File: config.mk
export PLATFORM = sky130hd
export DESIGN_NAME = dram_ring_writer
export DESIGN_NICKNAME = d
export VERILOG_FILES = /design/src/rtl/dram_ring_writer.sv
export SDC_FILE = /design/constraint.sdc
export NUM_CORES = 1
export LEC_CHECK = 0
export ABC_CLOCK_PERIOD_IN_PS = 5000
export CORE_MARGIN = 1.5
export CORE_UTILIZATION = 50
export CTS_CLUSTER_DIAMETER = 50
export CTS_CLUSTER_SIZE = 10
export DETAILED_ROUTE_END_ITERATION = 7
export MAX_ROUTING_LAYER = met4
export PLACE_DENSITY = 0.86
export SLEW_MARGIN = 20
export SYNTH_ARGS = -nofsm -noshare
export SYNTH_HDL_FRONTEND = slang
export SYNTH_SLANG_ARGS = --single-unit
File: constraint.sdc
create_clock -name clk_i -period 5 [get_ports clk_i]
set_input_delay 0.5 -clock clk_i [delete_from_list [all_inputs] [get_ports clk_i]]
set_output_delay 0.5 -clock clk_i [all_outputs]
set_load 0.005 [all_outputs]
File: src/rtl/dram_ring_writer.sv
// Ring-buffer writer: streams samples to consecutive DRAM addresses with wrap, freezes after a
// post-trigger write count. Optional macro DROP_CNT_EN enables the saturating drop counter.
module dram_ring_writer #(
  parameter int unsigned ADDR_W    = 24,
  parameter int unsigned DATA_W    = 32,
  parameter int unsigned POST_TRIG = 1024
) (
  input  logic              clk_i,
  input  logic              rst_ni,
  input  logic              en_i,
  input  logic              trig_i,
  input  logic [DATA_W-1:0] din_i,
  input  logic              din_valid_i,
  output logic [ADDR_W-1:0] dram_addr_o,
  output logic [DATA_W-1:0] dram_data_o,
  output logic              dram_wr_o,
  input  logic              dram_ack_i,
  output logic [ADDR_W-1:0] wr_ptr_o,
  output logic [1:0]        state_o,
  output logic              done_o,
  output logic              wrapped_o,
  output logic              overflow_o,
  output logic [15:0]       drop_cnt_o
);

  typedef enum logic [1:0] {
    StIdle = 2'd0,
    StRun  = 2'd1,
    StPost = 2'd2,
    StDone = 2'd3
  } state_e;

  localparam logic [ADDR_W-1:0] PostLast = ADDR_W'(POST_TRIG - 1);

  state_e              state_q, state_d;
  logic [ADDR_W-1:0]   addr_q, addr_d;
  logic [ADDR_W-1:0]   post_cnt_q, post_cnt_d;
  logic [DATA_W-1:0]   hold_data_q, hold_data_d;
  logic                hold_full_q, hold_full_d;
  logic                wrapped_q, wrapped_d;
  logic                overflow_q, overflow_d;
  logic                active, complete, last_wr, accept, drop;

  always_comb begin
    active   = ((state_q == StRun) || (state_q == StPost)) && en_i;
    complete = hold_full_q && dram_ack_i;
    last_wr  = (state_q == StPost) && complete && (post_cnt_q == PostLast);
    // The freezing write refuses a refill so exactly POST_TRIG writes follow the trigger.
    accept   = active && din_valid_i && (!hold_full_q || dram_ack_i) && !last_wr;
    drop     = active && din_valid_i && hold_full_q && !dram_ack_i;

    state_d     = state_q;
    addr_d      = addr_q;
    post_cnt_d  = post_cnt_q;
    hold_data_d = hold_data_q;
    hold_full_d = hold_full_q;
    wrapped_d   = wrapped_q;
    overflow_d  = overflow_q;

    if (complete) begin
      addr_d = addr_q + 1'b1;
      if (addr_q == '1) wrapped_d = 1'b1;
    end
    if (accept) begin
      hold_full_d = 1'b1;
      hold_data_d = din_i;
    end else if (complete) begin
      hold_full_d = 1'b0;
    end
    if (drop) overflow_d = 1'b1;

    unique case (state_q)
      StIdle: begin
        if (en_i) begin
          state_d    = StRun;
          addr_d     = '0;
          post_cnt_d = '0;
          wrapped_d  = 1'b0;
          overflow_d = 1'b0;
        end
      end
      StRun: begin
        if (!en_i) begin
          if (!hold_full_q) state_d = StIdle;
        end else if (trig_i) begin
          state_d    = StPost;
          post_cnt_d = '0;
        end
      end
      StPost: begin
        if (last_wr) begin
          state_d = StDone;
        end else begin
          if (complete) post_cnt_d = post_cnt_q + 1'b1;
          if (!en_i && !hold_full_q) state_d = StIdle;
        end
      end
      StDone: begin
        if (!en_i) state_d = StIdle;
      end
      default: state_d = StIdle;
    endcase
  end

  always_ff @(posedge clk_i or negedge rst_ni) begin
    if (!rst_ni) begin
      state_q     <= StIdle;
      addr_q      <= '0;
      post_cnt_q  <= '0;
      hold_data_q <= '0;
      hold_full_q <= 1'b0;
      wrapped_q   <= 1'b0;
      overflow_q  <= 1'b0;
    end else begin
      state_q     <= state_d;
      addr_q      <= addr_d;
      post_cnt_q  <= post_cnt_d;
      hold_data_q <= hold_data_d;
      hold_full_q <= hold_full_d;
      wrapped_q   <= wrapped_d;
      overflow_q  <= overflow_d;
    end
  end

`ifdef DROP_CNT_EN
  logic [15:0] drop_cnt_q, drop_cnt_d;
  always_comb begin
    drop_cnt_d = drop_cnt_q;
    if ((state_q == StIdle) && en_i) begin
      drop_cnt_d = '0;
    end else if (drop && (drop_cnt_q != 16'hFFFF)) begin
      drop_cnt_d = drop_cnt_q + 16'd1;
    end
  end
  always_ff @(posedge clk_i or negedge rst_ni) begin
    if (!rst_ni) drop_cnt_q <= '0;
    else         drop_cnt_q <= drop_cnt_d;
  end
  assign drop_cnt_o = drop_cnt_q;
`else
  assign drop_cnt_o = '0;
`endif

  // The published pointer is one past the last completed write, which is the write address.
  assign dram_addr_o = addr_q;
  assign wr_ptr_o    = addr_q;
  assign dram_data_o = hold_data_q;
  assign dram_wr_o   = hold_full_q;
  assign state_o     = state_q;
  assign done_o      = (state_q == StDone);
  assign wrapped_o   = wrapped_q;
  assign overflow_o  = overflow_q;

endmodule

==> flow_summary.html, run 1 <==
<table>
<tr><th>Metric</th><th>Value</th></tr>
<tr><th colspan="2">Run status</th></tr>
<tr><td>Run status</td><td>complete, no violations</td></tr>
<tr><th colspan="2">Setup path</th></tr>
<tr><td>Critical path fanouts, max</td><td>21</td></tr>
<tr><td>Worst reg2reg path endpoint</td><td>post_cnt_q[14]</td></tr>
<tr><td>Endpoint required time on the critical path</td><td>5280 ps</td></tr>
<tr><td>Cell with the most instances on the worst path</td><td>nor2_1</td></tr>
<tr><td>Ordered cell list for the critical path</td><td>inv_1, ha_1, and4b_1, nand4_1, o21ai_2, nor2_1, nor2_1</td></tr>
<tr><td>Number of buffers and inverters on the critical path</td><td>1</td></tr>
<tr><td>Data arrival time of the critical path</td><td>3000 ps</td></tr>
<tr><td>Endpoint type of the worst setup path</td><td>register</td></tr>
<tr><td>Critical Path Start Type</td><td>register</td></tr>
<tr><td>Slowest cell on the critical path</td><td>o21ai_2</td></tr>
<tr><td>Number of cells on the worst reg-to-reg path</td><td>7</td></tr>
<tr><td>Gate family responsible for the most delay along the worst path</td><td>simple AND/OR/NAND/NOR gates</td></tr>
<tr><td>Startpoint-to-endpoint class of the critical path</td><td>reg -&gt; reg</td></tr>
<tr><td>Worst-case register-to-register setup slack</td><td>2290 ps</td></tr>
<tr><td>Launch instance of the worst register-to-register path</td><td>state_o[0]</td></tr>
<tr><td>Crit-path max cell delay</td><td>650 ps</td></tr>
<tr><th colspan="2">Floorplan</th></tr>
<tr><td># IOs</td><td>140</td></tr>
<tr><td>Initial standard-cell utilization of the core</td><td>0.524</td></tr>
<tr><td>Vertical extent of the die</td><td>96.5 um</td></tr>
<tr><td>Total Die Area</td><td>9300 um2</td></tr>
<tr><td>Core area</td><td>8340 um2</td></tr>
<tr><td>Die X-Extent</td><td>96.5 um</td></tr>
<tr><td>Number of cell rows</td><td>33</td></tr>
<tr><th colspan="2">Timing</th></tr>
<tr><td>Actual transition at the worst max-transition pin</td><td>1050 ps</td></tr>
<tr><td>Setup-failing EPs final</td><td>0</td></tr>
<tr><td>Final hold violations</td><td>0</td></tr>
<tr><td>Setup TNS Final</td><td>0 ps</td></tr>
<tr><td>Normalized max-slew margin</td><td>0.295</td></tr>
<tr><td>Final worst-path cycle share</td><td>0.543</td></tr>
<tr><td>Max Clk Rate</td><td>0.369 GHz</td></tr>
<tr><td>Min Tclk post-route</td><td>2710 ps</td></tr>
<tr><td>Number of pins with negative max-slew slack in the final report</td><td>0</td></tr>
<tr><td>Smallest hold slack</td><td>188 ps</td></tr>
<tr><td>Setup repair after global routing missed its margin</td><td>false</td></tr>
<tr><td>Setup clock skew after layout</td><td>11.5 ps</td></tr>
<tr><th colspan="2">Routing</th></tr>
<tr><td>Antenna-violating nets left</td><td>0</td></tr>
<tr><td>Average vias per placed instance</td><td>5.55</td></tr>
<tr><td>Number of violations reported at the end of detailed-routing iteration 0</td><td>155</td></tr>
<tr><td>Total length of routed wires</td><td>9740 um</td></tr>
<tr><td>Post-route DRC</td><td>0</td></tr>
<tr><td>Routed length per instance</td><td>15.6 um</td></tr>
<tr><td>Drt first pass iters</td><td>5</td></tr>
<tr><td>Routed vias</td><td>3,457</td></tr>
<tr><th colspan="2">Power and ir drop</th></tr>
<tr><td>Cell Pwr Density</td><td>390 nW/um2</td></tr>
<tr><td>Share of total power in the clock network</td><td>0.210</td></tr>
<tr><td>Gate power share</td><td>0.358</td></tr>
<tr><td>Cell-internal power</td><td>0.00152 W</td></tr>
<tr><td>Switching power share of the total</td><td>0.306</td></tr>
<tr><td>Leakage power figure</td><td>2.29 nW</td></tr>
<tr><td>Worst vdd rail ir drop</td><td>0.160 mV</td></tr>
<tr><td>Switching power</td><td>0.000669 W</td></tr>
<tr><td>Relative contribution of sequential cells to total power</td><td>0.432</td></tr>
<tr><th colspan="2">Yosys</th></tr>
<tr><td>Mean Syn Cell Area</td><td>10.5 um2</td></tr>
<tr><td>Netlist area before placement</td><td>4370 um2</td></tr>
<tr><td>Synthesis warning total</td><td>0</td></tr>
<tr><td>EDFF count, synth</td><td>0</td></tr>
<tr><td>Seq/Total Area, Yosys</td><td>0.487</td></tr>
<tr><td>Number of library cell types mapped by synthesis</td><td>45</td></tr>
<tr><td>Main synth FF type</td><td>dfrtp_1</td></tr>
<tr><td>Count of state elements after synthesis</td><td>85</td></tr>
<tr><td>Gate count of the mapped netlist</td><td>417</td></tr>
<tr><td>Cell taking the most area after synthesis</td><td>dfrtp_1</td></tr>
<tr><td>Most frequent cell after synthesis</td><td>dfrtp_1</td></tr>
<tr><td>Top cells by count, synth</td><td>dfrtp_1 (85), nor2_1 (44), buf_4 (41), mux2_2 (32), o21ai_0 (24)</td></tr>
<tr><td>Post-synthesis async set-or-reset flop share</td><td>1.00</td></tr>
<tr><td>Top-area cell type share of the netlist area</td><td>0.487</td></tr>
<tr><td>Biggest area contributors in the synthesized netlist</td><td>dfrtp_1 (49%), mux2_2 (8.3%), buf_4 (7.0%)</td></tr>
<tr><th colspan="2">Global route</th></tr>
<tr><td>Aggregate global routing overflow</td><td>0</td></tr>
<tr><td>Antenna violations before repair</td><td>0</td></tr>
<tr><td>Largest net degree at the start of global routing</td><td>86</td></tr>
<tr><td>First-pass GRT wire length</td><td>15,600 um</td></tr>
<tr><td>Number of global-route vias before repair</td><td>3,330</td></tr>
<tr><td>Total Routing Usage GR</td><td>0.225</td></tr>
<tr><th colspan="2">Finish</th></tr>
<tr><td>Layout-stage area growth over the synthesis result</td><td>28.3%</td></tr>
<tr><td>Diodes inserted</td><td>0</td></tr>
<tr><td>Final #Nets</td><td>558</td></tr>
<tr><td>Fillers</td><td>645</td></tr>
<tr><td>Final Cell Area</td><td>5600 um2</td></tr>
<tr><td>Share of layout cells above drive strength 1</td><td>0.120</td></tr>
<tr><th colspan="2">Job</th></tr>
<tr><td>Max cap viols</td><td>0</td></tr>
<tr><th colspan="2">Clock network</th></tr>
<tr><td>Resized Gates After CTS</td><td>0</td></tr>
<tr><td>Maximum buffer depth of the clock tree</td><td>2</td></tr>
<tr><td>Number of setup buffers added after CTS</td><td>0</td></tr>
<tr><td>Clk pin slew, worst setup/hold paths</td><td>90 ps</td></tr>
<tr><td>Root cell of the clock tree</td><td>clkbuf_8</td></tr>
<tr><td>H-Tree Depth</td><td>3</td></tr>
<tr><td>Hold bufs inserted after CTS</td><td>0</td></tr>
<tr><td>Cts bufs inserted</td><td>9</td></tr>
<tr><td>CTS tree</td><td>yes</td></tr>
<tr><td>Clock latency reported for the late side of the worst-skew pair</td><td>360 ps</td></tr>
<tr><td>Sink count of the clock tree</td><td>85</td></tr>
<tr><th colspan="2">Place</th></tr>
<tr><td>Placed instance area</td><td>5410 um2</td></tr>
<tr><td>Half-perimeter wire length after placement</td><td>6910 um</td></tr>
<tr><td>Final weighted congestion in routability-driven placement</td><td>0.872</td></tr>
<tr><td>Number of I/O port buffers</td><td>123</td></tr>
<tr><th colspan="2">Worst hold path</th></tr>
<tr><td>Class of the most critical hold timing path</td><td>in -&gt; async</td></tr>
</table>
-- worst reg2reg max path: stages (launching register included) --
cell	delay, ps
dfrtp_1	430
inv_1	140
ha_1	540
and4b_1	310
nand4_1	220
o21ai_2	650
nor2_1	210
nor2_1	150
-- metrics by stage --
step / util / total power (W) / setup WS [ps] / std cells
global placement: 0.649 / 0.00172 / 2140 / 607
floorplan: - / 0.00133 / 2860 / 432
detailed placement: 0.649 / 0.00175 / 2070 / 607
CTS: 0.671 / 0.00221 / 2250 / 623
global route: 0.672 / 0.00231 / 1960 / 623
finish: 0.672 / 0.00218 / 2290 / 623
-- flip-flops by register name (all words and copies together) (netlist names) --
name and cells:
wrapped_o 1, state_o 2, post_cnt_q 24, dram_addr_o 24
dram_wr_o 1, overflow_o 1, dram_data_o 32
-- cells in the final DEF, fill, tap and decap left out, drive strengths merged --
cell type | netlist | layout
clkbuf | 8 | 10
o41ai | 2 | 2
a21oi | 6 | 6
clkinv | 0 | 5
and4 | 3 | 3
nand4b | 1 | 1
nand2b | 1 | 1
or4 | 2 | 2
ha | 7 | 7
a22o | 1 | 1
clkdlybuf4s50 | 0 | 122
and4b | 1 | 1
o21bai | 2 | 2
a2111oi | 1 | 1
nor3 | 7 | 7
xor2 | 19 | 19
dfrtp | 85 | 85
conb | 1 | 16
buf | 46 | 2
o21ba | 1 | 1
and2 | 6 | 6
o31ai | 10 | 10
mux2 | 32 | 32
and3 | 4 | 4
or3 | 2 | 2
or2 | 3 | 3
xnor2 | 8 | 8
o22ai | 1 | 1
a22oi | 2 | 2
nor2b | 2 | 2
inv | 6 | 7
nor2 | 45 | 45
nor4 | 5 | 5
nand3 | 22 | 22
a31oi | 5 | 5
o21ai | 25 | 25
nand2 | 22 | 22
nand4 | 20 | 20
a41oi | 3 | 3
-- worst max-delay path by stage --
stage,from,endpoint,slack (ps),cells after the start
5_1_grt,state_o[0],post_cnt_q[5],1960,7
3_5_place_dp,dram_ack_i,post_cnt_q[23],2070,6
4_1_cts,state_o[0],post_cnt_q[14],2250,7
6_report,state_o[0],post_cnt_q[14],2290,7
2_1_floorplan,state_o[0],post_cnt_q[23],2860,7
3_3_place_gp,dram_ack_i,post_cnt_q[23],2140,6
-- metal layers --
metal	GRT usage	wire length, um	vias up
met4	0.0930	98	0
met1	0.261	4130	1716
met2	0.380	4970	118
met3	0.0469	544	11
met5	-	0	-
li1	-	-	1612
-- power groups by stage --
stage	combinational [W]	clock [W]	sequential [W]
2_1_floorplan	0.000367	0	0.000961
3_3_place_gp	0.000769	0	0.000949
3_5_place_dp	0.000791	0	0.000960
4_1_cts	0.000792	0.000467	0.000947
5_1_grt	0.000849	0.000499	0.000966
6_report	0.000782	0.000458	0.000945
-- final cells by class --
| type | instances | area, um2 | area share |
|---|---|---|---|
| multi-input combinational | 287 | 1900 | 0.339 |
| clock buffer | 10 | 138 | 0.0246 |
| clock inverter | 6 | 47.5 | 0.00849 |
| timing repair buffer | 124 | 1240 | 0.221 |
| sequential | 85 | 2130 | 0.380 |
| tap | 105 | 131 | 0.0234 |
| inverter | 6 | 22.5 | 0.00402 |
-- kinds of logic (layout without fill, tap and decap cells) --
| group | count (synthesis) | after routing | share of synthesized area |
|---|---|---|---|
| flip-flops | 85 | 85 | 0.487 |
| other | 1 | 16 | 0.000859 |
| AND/OR/NAND/NOR | 146 | 146 | 0.172 |
| AO/OA/AOI/OAI | 59 | 59 | 0.0897 |
| multiplexers | 32 | 32 | 0.0825 |
| XOR/XNOR | 27 | 27 | 0.0542 |
| buffers and inverters | 60 | 146 | 0.0940 |
| adder cells (fa/ha/maj) | 7 | 7 | 0.0201 |
Power figures use the tool's default switching activity.
==> run 2, diff against run 1 <==
ABC_CLOCK_PERIOD_IN_PS = 2730   (was 5000)
CORE_UTILIZATION = 47   (was 50)
PLACE_DENSITY = 0.81   (was 0.86)
clock period = 2.73 ns   (was 5 ns; I/O delays follow)
==> run 2 against run 1 <==
Combinational power up 89%. Clock power increased by 99%. The run now ends with hold timing left. Highest routed layer unchanged. Largest power group unchanged. Worst hold slack got worse by 230 ps. Sequential share of layout area fell by 0.53 points. Clock-buffer cell count did not move. Clock skew decreased by 0.57 ps.
==> flow_summary.html, run 2 (synthesis gave the netlist of run 1 again) <==
<table>
<tr><th>Metric</th><th>Value</th></tr>
<tr><th colspan="2">Place</th></tr>
<tr><td>Cell count after placement</td><td>618 (+1.8%)</td></tr>
<tr><td>Number of I/O port buffers</td><td>123 (unchanged)</td></tr>
<tr><td>Final weighted congestion in routability-driven placement</td><td>0.843 (-3.3%)</td></tr>
<tr><td>Half-perimeter wire length after placement</td><td>7240 um (+4.7%)</td></tr>
<tr><th colspan="2">Finish</th></tr>
<tr><td>Share of the core filled with cells</td><td>0.642 (-0.0295)</td></tr>
<tr><td>Max reg flops</td><td>32 (unchanged)</td></tr>
<tr><td>Commonest cells after routing, fill and taps aside</td><td>clkdlybuf4s50_1 (122), dfrtp_1 (85), nor2_1 (44), mux2_2 (32), o21ai_0 (24)</td></tr>
<tr><td>Layout-stage area growth over the synthesis result</td><td>30.1%</td></tr>
<tr><td>Final #Nets</td><td>566 (+1.4%)</td></tr>
<tr><td>Leading cell type in the layout, fill and taps excluded</td><td>clkdlybuf4s50_1</td></tr>
<tr><td>Diodes inserted</td><td>0 (unchanged)</td></tr>
<tr><td>Final cell count without fillers</td><td>634 (+1.8%)</td></tr>
<tr><td>Fillers</td><td>701 (+8.7%)</td></tr>
<tr><td>Share of layout cells above drive strength 1</td><td>0.131 (+0.0115)</td></tr>
<tr><th colspan="2">Timing</th></tr>
<tr><td>Setup-failing EPs final</td><td>0 (unchanged)</td></tr>
<tr><td>Number of pins with negative max-slew slack in the final report</td><td>0 (unchanged)</td></tr>
<tr><td>Smallest hold slack</td><td>-42.1 ps (-230 ps)</td></tr>
<tr><td>Final worst-path cycle share</td><td>0.867 (+0.325)</td></tr>
<tr><td>Min Tclk post-route</td><td>2370 ps (-345 ps)</td></tr>
<tr><td>Setup repair after global routing missed its margin</td><td>false</td></tr>
<tr><td>Setup clock skew after layout</td><td>10.9 ps (-0.571 ps)</td></tr>
<tr><td>Setup TNS Final</td><td>0 ps (unchanged)</td></tr>
<tr><td>Final hold violations</td><td>54 (+54)</td></tr>
<tr><td>Normalized max-slew margin</td><td>0.502 (+0.206)</td></tr>
<tr><td>Max Clk Rate</td><td>0.422 GHz (+15%)</td></tr>
<tr><td>Actual transition at the worst max-transition pin</td><td>748 ps (-301 ps)</td></tr>
<tr><th colspan="2">Setup path</th></tr>
<tr><td>Endpoint required time on the critical path</td><td>2980 ps (-2300 ps)</td></tr>
<tr><td>Worst reg2reg path endpoint</td><td>post_cnt_q[17]</td></tr>
<tr><td>Startpoint-to-endpoint class of the critical path</td><td>reg -&gt; reg</td></tr>
<tr><td>Number of buffers and inverters on the critical path</td><td>2 (+1)</td></tr>
<tr><td>Ordered cell list for the critical path</td><td>inv_1, ha_1, o21ba_2, a2111oi_4, buf_4, nand3_2, o31ai_1</td></tr>
<tr><td>Number of logic stages on the critical path including buffering</td><td>7 (unchanged)</td></tr>
<tr><td>Endpoint type of the worst setup path</td><td>register</td></tr>
<tr><td>Slowest cell on the critical path</td><td>dfrtp_1</td></tr>
<tr><td>Data arrival time of the critical path</td><td>2610 ps (-390 ps)</td></tr>
<tr><td>Worst-case register-to-register setup slack</td><td>360 ps (-1920 ps)</td></tr>
<tr><td>First element of the critical path</td><td>state_o[1]</td></tr>
<tr><td>Gate family responsible for the most delay along the worst path</td><td>compound AO/OA/AOI/OAI gates</td></tr>
<tr><td>Critical path fanouts, max</td><td>16 (-24%)</td></tr>
<tr><td>Critical Path Start Type</td><td>register</td></tr>
<tr><td>Worst setup path endpoint</td><td>post_cnt_q[17]</td></tr>
<tr><td>Crit-path max cell delay</td><td>470 ps (-180 ps)</td></tr>
<tr><td>Number of cells on the worst reg-to-reg path</td><td>7 (unchanged)</td></tr>
<tr><td>Launch instance of the worst register-to-register path</td><td>state_o[1]</td></tr>
<tr><th colspan="2">Routing</th></tr>
<tr><td>Routed length per instance</td><td>15.4 um (-1.6%)</td></tr>
<tr><td>Routed vias</td><td>3,470 (+0.38%)</td></tr>
<tr><td>Average vias per placed instance</td><td>5.47 (-1.4%)</td></tr>
<tr><td>Drt first pass iters</td><td>4 (-1)</td></tr>
<tr><td>Total length of routed wires</td><td>9750 um (+0.13%)</td></tr>
<tr><td>Post-route DRC</td><td>0 (unchanged)</td></tr>
<tr><td>Number of violations reported at the end of detailed-routing iteration 0</td><td>187 (+21%)</td></tr>
<tr><td>Antenna-violating nets left</td><td>0 (unchanged)</td></tr>
<tr><th colspan="2">Floorplan</th></tr>
<tr><td>Core area</td><td>8850 um2 (+6.1%)</td></tr>
<tr><td>Die X-Extent</td><td>99.4 um (+3.0%)</td></tr>
<tr><td># IOs</td><td>140 (unchanged)</td></tr>
<tr><td>Number of cell rows</td><td>34 (+3.0%)</td></tr>
<tr><td>Vertical extent of the die</td><td>99.4 um (+3.0%)</td></tr>
<tr><td>Initial standard-cell utilization of the core</td><td>0.493 (-0.0301)</td></tr>
<tr><td>Total Die Area</td><td>9880 um2 (+6.2%)</td></tr>
<tr><th colspan="2">Clock network</th></tr>
<tr><td>Number of setup buffers added after CTS</td><td>0 (unchanged)</td></tr>
<tr><td>Clk pin slew, worst setup/hold paths</td><td>90 ps (about the same)</td></tr>
<tr><td>Sink count of the clock tree</td><td>85 (unchanged)</td></tr>
<tr><td>CTS tree</td><td>yes</td></tr>
<tr><td>Resized Gates After CTS</td><td>0 (unchanged)</td></tr>
<tr><td>Hold bufs inserted after CTS</td><td>0 (unchanged)</td></tr>
<tr><td>Cts bufs inserted</td><td>9 (unchanged)</td></tr>
<tr><td>Clock latency reported for the late side of the worst-skew pair</td><td>350 ps (about the same)</td></tr>
<tr><td>Maximum buffer depth of the clock tree</td><td>2 (unchanged)</td></tr>
<tr><td>H-Tree Depth</td><td>3 (unchanged)</td></tr>
<tr><td>Root cell of the clock tree</td><td>clkbuf_8</td></tr>
<tr><th colspan="2">Run status</th></tr>
<tr><td>Run status</td><td>finished with violations</td></tr>
<tr><td>Violated checks</td><td>hold timing</td></tr>
<tr><th colspan="2">Global route</th></tr>
<tr><td>Largest net degree at the start of global routing</td><td>86 (unchanged)</td></tr>
<tr><td>Number of global-route vias before repair</td><td>3,418 (+2.6%)</td></tr>
<tr><td>Total Routing Usage GR</td><td>0.214 (-0.0108)</td></tr>
<tr><td>First-pass GRT wire length</td><td>16,400 um (+5.4%)</td></tr>
<tr><td>Aggregate global routing overflow</td><td>0 (unchanged)</td></tr>
<tr><td>Antenna violations before repair</td><td>0 (unchanged)</td></tr>
<tr><th colspan="2">Worst hold path</th></tr>
<tr><td>Class of the most critical hold timing path</td><td>in -&gt; async</td></tr>
<tr><th colspan="2">Power and ir drop</th></tr>
<tr><td>Leakage power figure</td><td>2.33 nW (+2.0%)</td></tr>
<tr><td>Worst vdd rail ir drop</td><td>0.354 mV (+120%)</td></tr>
<tr><td>Post-route total power</td><td>0.00412 W (+89%)</td></tr>
<tr><td>Cell Pwr Density</td><td>725 nW/um2 (+86%)</td></tr>
<tr><th colspan="2">Job</th></tr>
<tr><td>Max cap viols</td><td>0 (unchanged)</td></tr>
</table>
## run 2: changes by cell type in the layout (fill, tap and decap cells not counted), sizes merged
cell | previous run | this run
bufinv | 0 | 1
clkinv | 5 | 2
clkinvlp | 0 | 1
buf | 2 | 10
inv | 7 | 8
## run 2: metal layers
layer | vias up | wire (um) | global-route usage
met3 | 15 | 521 | 0.0288
met4 | 0 | 205 | 0.0932
li1 | 1635 | - | -
met1 | 1695 | 3950 | 0.259
met5 | - | 0 | -
met2 | 125 | 5080 | 0.361
## run 2: layout make-up
type	count	area, um2	area share
Sequential cell	85	2130	0.374
Multi-Input combinational cell	287	1890	0.333
Timing Repair Buffer	132	1300	0.229
Clock buffer	10	138	0.0242
Tap cell	108	135	0.0238
Clock inverter	6	68.8	0.0121
Inverter	6	22.5	0.00396
## run 2: metrics by stage
step                      setup WS [ps]  cell area, um2
after floorplan                     591            4420
after global placement              421            5470
after detailed placement            314            5470
after CTS                           342            5680
after global routing                167            5680
final                               362            5680
## run 2: worst min-delay path by stage
stage               depth (start not counted)              end  slack (ps)           from
finish                                      1  dram_addr_o[23]         -40         rst_ni
global route                                1  dram_addr_o[23]          20         rst_ni
CTS                                         1  dram_addr_o[23]         140         rst_ni
detailed placement                          1    post_cnt_q[8]         470  post_cnt_q[8]
global placement                            1    post_cnt_q[8]         470  post_cnt_q[8]
floorplan                                   0   dram_addr_o[0]         -20         rst_ni
## run 2: worst reg2reg max path, stage by stage, from the launching register on
cell       delay (ps)
dfrtp_1           470
inv_1             120
ha_1              240
o21ba_2           220
a2111oi_4         360
buf_4             220
nand3_2           290
o31ai_1           360
## run 2: power by group
group          switching [W]  total (W)  internal [W]
sequential          0.000188    0.00173       0.00154
clock               0.000459   0.000913      0.000454
combinational       0.000576    0.00148      0.000899
==> run 3, diff against run 2 <==
CORE_MARGIN = 4   (was 1.5)
==> run 3 against run 2 <==
The run still ends with hold timing left. Sequential share of layout area about the same. Worst hold slack improved by 25 ps. Clock power decreased by 4.5%. Via count decreased by 0.81%. Critical path depth unchanged. Critical path type unchanged. Sequential power about the same. Clock-buffer cell count unchanged. Core utilization decreased by 0.34 points. Critical endpoint is now post_cnt_q[5]. Cell count unchanged. Clock skew about the same. Power decreased by 0.39%.
==> flow_summary.html, run 3 (synthesis gave the netlist of run 1 again) <==
<table>
<tr><th>Metric</th><th>Value</th></tr>
<tr><th colspan="2">Setup path</th></tr>
<tr><td>Number of logic stages on the critical path including buffering</td><td>7 (unchanged)</td></tr>
<tr><td>Endpoint required time on the critical path</td><td>2960 ps (-20 ps)</td></tr>
<tr><td>Data arrival time of the critical path</td><td>2610 ps (about the same)</td></tr>
<tr><td>Critical Path Start Type</td><td>register</td></tr>
<tr><td>Endpoint type of the worst setup path</td><td>register</td></tr>
<tr><td>Critical path fanouts, max</td><td>16 (unchanged)</td></tr>
<tr><td>Number of buffers and inverters on the critical path</td><td>2 (unchanged)</td></tr>
<tr><td>Ordered cell list for the critical path</td><td>inv_1, ha_1, o21ba_2, a2111oi_4, buf_4, nand3_2, o41ai_1</td></tr>
<tr><td>Gate family responsible for the most delay along the worst path</td><td>compound AO/OA/AOI/OAI gates</td></tr>
<tr><td>Startpoint-to-endpoint class of the critical path</td><td>reg -&gt; reg</td></tr>
<tr><td>Number of cells on the worst reg-to-reg path</td><td>7 (unchanged)</td></tr>
<tr><td>Crit-path max cell delay</td><td>410 ps (-60 ps)</td></tr>
<tr><td>Slowest cell on the critical path</td><td>dfrtp_1</td></tr>
<tr><th colspan="2">Clock network</th></tr>
<tr><td>Number of setup buffers added after CTS</td><td>0 (unchanged)</td></tr>
<tr><td>Sink count of the clock tree</td><td>85 (unchanged)</td></tr>
<tr><td>Maximum buffer depth of the clock tree</td><td>2 (unchanged)</td></tr>
<tr><td>Cts bufs inserted</td><td>9 (unchanged)</td></tr>
<tr><td>Resized Gates After CTS</td><td>0 (unchanged)</td></tr>
<tr><td>Root cell of the clock tree</td><td>clkbuf_8</td></tr>
<tr><td>H-Tree Depth</td><td>3 (unchanged)</td></tr>
<tr><td>Clk pin slew, worst setup/hold paths</td><td>80 ps (about the same)</td></tr>
<tr><td>Hold bufs inserted after CTS</td><td>0 (unchanged)</td></tr>
<tr><td>Clock latency reported for the late side of the worst-skew pair</td><td>350 ps (about the same)</td></tr>
<tr><td>CTS tree</td><td>yes</td></tr>
<tr><th colspan="2">Finish</th></tr>
<tr><td>Share of layout cells above drive strength 1</td><td>0.129 (-0.00190)</td></tr>
<tr><td>Max reg flops</td><td>32 (unchanged)</td></tr>
<tr><td>Layout-stage area growth over the synthesis result</td><td>30.1% (about the same)</td></tr>
<tr><td>Commonest cells after routing, fill and taps aside</td><td>clkdlybuf4s50_1 (122), dfrtp_1 (85), nor2_1 (44), mux2_2 (32), o21ai_0 (24)</td></tr>
<tr><td>Final #Nets</td><td>566 (unchanged)</td></tr>
<tr><td>Share of the core filled with cells</td><td>0.639 (-0.00335)</td></tr>
<tr><td>Diodes inserted</td><td>0 (unchanged)</td></tr>
<tr><td>Leading cell type in the layout, fill and taps excluded</td><td>clkdlybuf4s50_1</td></tr>
<tr><th colspan="2">Timing</th></tr>
<tr><td>Final hold violations</td><td>52 (-3.7%)</td></tr>
<tr><td>Final worst-path cycle share</td><td>0.870 (+0.00280)</td></tr>
<tr><td>Setup clock skew after layout</td><td>11.2 ps (+0.257 ps)</td></tr>
<tr><td>Normalized max-slew margin</td><td>0.492 (-0.00980)</td></tr>
<tr><td>Number of pins with negative max-slew slack in the final report</td><td>0 (unchanged)</td></tr>
<tr><td>Setup repair after global routing missed its margin</td><td>false</td></tr>
<tr><td>Worst setup margin</td><td>354 ps (-7.64 ps)</td></tr>
<tr><td>Min Tclk post-route</td><td>2380 ps (+7.64 ps)</td></tr>
<tr><td>Setup TNS Final</td><td>0 ps (unchanged)</td></tr>
<tr><td>Smallest hold slack</td><td>-17.2 ps (+24.9 ps)</td></tr>
<tr><td>Actual transition at the worst max-transition pin</td><td>762 ps (+14.7 ps)</td></tr>
<tr><td>Setup-failing EPs final</td><td>0 (unchanged)</td></tr>
<tr><td>Max Clk Rate</td><td>0.421 GHz (-0.32%)</td></tr>
<tr><th colspan="2">Routing</th></tr>
<tr><td>Antenna-violating nets left</td><td>0 (unchanged)</td></tr>
<tr><td>Average vias per placed instance</td><td>5.43 (-0.81%)</td></tr>
<tr><td>Drt first pass iters</td><td>4 (unchanged)</td></tr>
<tr><td>Routed length per instance</td><td>16.3 um (+5.8%)</td></tr>
<tr><td>Number of violations reported at the end of detailed-routing iteration 0</td><td>92 (-51%)</td></tr>
<tr><td>Routed vias</td><td>3,442 (-0.81%)</td></tr>
<tr><td>Total length of routed wires</td><td>10,300 um (+5.8%)</td></tr>
<tr><td>Post-route DRC</td><td>0 (unchanged)</td></tr>
<tr><th colspan="2">Power and ir drop</th></tr>
<tr><td>Switching power</td><td>0.00123 W (+0.54%)</td></tr>
<tr><td>Relative contribution of sequential cells to total power</td><td>0.422 (+0.002)</td></tr>
<tr><td>Leakage power figure</td><td>2.33 nW (-0.34%)</td></tr>
<tr><td>Gate power share</td><td>0.365 (+0.007)</td></tr>
<tr><td>Post-route total power</td><td>0.00410 W (-0.39%)</td></tr>
<tr><td>Share of total power in the clock network</td><td>0.213 (-0.009)</td></tr>
<tr><td>Cell Pwr Density</td><td>722 nW/um2 (-0.35%)</td></tr>
<tr><td>Worst vdd rail ir drop</td><td>0.345 mV (-2.5%)</td></tr>
<tr><td>Switching power share of the total</td><td>0.300 (+0.00279)</td></tr>
<tr><td>Cell-internal power</td><td>0.00287 W (-0.78%)</td></tr>
<tr><th colspan="2">Floorplan</th></tr>
<tr><td>Total Die Area</td><td>10,900 um2 (+10%)</td></tr>
<tr><td>Initial standard-cell utilization of the core</td><td>0.491 (-0.00236)</td></tr>
<tr><td>Number of cell rows</td><td>34 (unchanged)</td></tr>
<tr><td>Core area</td><td>8890 um2 (+0.48%)</td></tr>
<tr><td>Vertical extent of the die</td><td>104 um (+5.0%)</td></tr>
<tr><td># IOs</td><td>140 (unchanged)</td></tr>
<tr><td>Die X-Extent</td><td>104 um (+5.0%)</td></tr>
<tr><th colspan="2">Job</th></tr>
<tr><td>Max cap viols</td><td>0 (unchanged)</td></tr>
<tr><th colspan="2">Global route</th></tr>
<tr><td>Antenna violations before repair</td><td>0 (unchanged)</td></tr>
<tr><td>Total Routing Usage GR</td><td>0.196 (-0.0178)</td></tr>
<tr><td>Number of global-route vias before repair</td><td>3,398 (-0.59%)</td></tr>
<tr><td>First-pass GRT wire length</td><td>17,200 um (+4.8%)</td></tr>
<tr><td>Largest net degree at the start of global routing</td><td>86 (unchanged)</td></tr>
<tr><td>Aggregate global routing overflow</td><td>0 (unchanged)</td></tr>
<tr><th colspan="2">Place</th></tr>
<tr><td>Number of I/O port buffers</td><td>123 (unchanged)</td></tr>
<tr><td>Minimum setup slack after placement</td><td>269 ps (-45.0 ps)</td></tr>
<tr><td>Half-perimeter wire length after placement</td><td>7580 um (+4.7%)</td></tr>
<tr><td>Final weighted congestion in routability-driven placement</td><td>0.859 (+1.8%)</td></tr>
<tr><th colspan="2">Worst hold path</th></tr>
<tr><td>Class of the most critical hold timing path</td><td>in -&gt; async</td></tr>
<tr><th colspan="2">Run status</th></tr>
<tr><td>Run status</td><td>finished with violations</td></tr>
<tr><td>Violated checks</td><td>hold timing</td></tr>
</table>
==> run 3: final cells by class <==
cell class	count	area [um2]
clock buffers	10	128
clock inverters	6	63.8
fillers	724	3210
inverters	6	22.5
multi-input cells	287	1890
flip-flops and latches	85	2130
well taps	108	135
repair buffers	132	1310
==> run 3: layer usage <==
| metal | routed length, um | track usage | up-vias | part of all wire |
|---|---|---|---|---|
| li1 | - | - | 1623 | - |
| met1 | 4180 | 0.231 | 1690 | 0.41 |
| met2 | 5420 | 0.340 | 120 | 0.53 |
| met3 | 610 | 0.0441 | 9 | 0.059 |
| met4 | 95 | 0.0522 | 0 | 0.0092 |
| met5 | 0 | - | - | 0 |
==> run 3: power by group through the flow <==
stage / Sequential [W] / Clock (W) / Combinational (W)
after floorplan: 0.00176 / 0 / 0.000673
after global placement: 0.00174 / 0 / 0.00147
after detailed placement: 0.00176 / 0 / 0.00152
after CTS: 0.00174 / 0.000896 / 0.00153
after global routing: 0.00178 / 0.000956 / 0.00161
final: 0.00173 / 0.000872 / 0.00150
==> run 3: per-stage QoR <==
stage,cell area (um2),cells
6_report,5680,634
4_1_cts,5680,634
5_1_grt,5680,634
2_1_floorplan,4420,432
3_5_place_dp,5490,618
3_3_place_gp,5490,618
==> run 3: worst reg2reg max path, stage by stage (launching register included) <==
cell and delay (ps):
dfrtp_1 410, inv_1 120, ha_1 240, o21ba_2 240
a2111oi_4 370, buf_4 220, nand3_2 300, o41ai_1 380
==> run 3: worst paths after layout <==
| check | start | to | slack, ps |
|---|---|---|---|
| worst max-delay path | state_o[0] | post_cnt_q[5] | 350 |
| worst min-delay path | rst_ni | dram_addr_o[9] | -20 |
| worst max register to register | state_o[0] | post_cnt_q[5] | 350 |
| worst min register to register | post_cnt_q[8] | post_cnt_q[8] | 490 |
| max in group asynchronous | rst_ni | post_cnt_q[4] | 2250 |
| min in group clk_i | post_cnt_q[8] | post_cnt_q[8] | 490 |
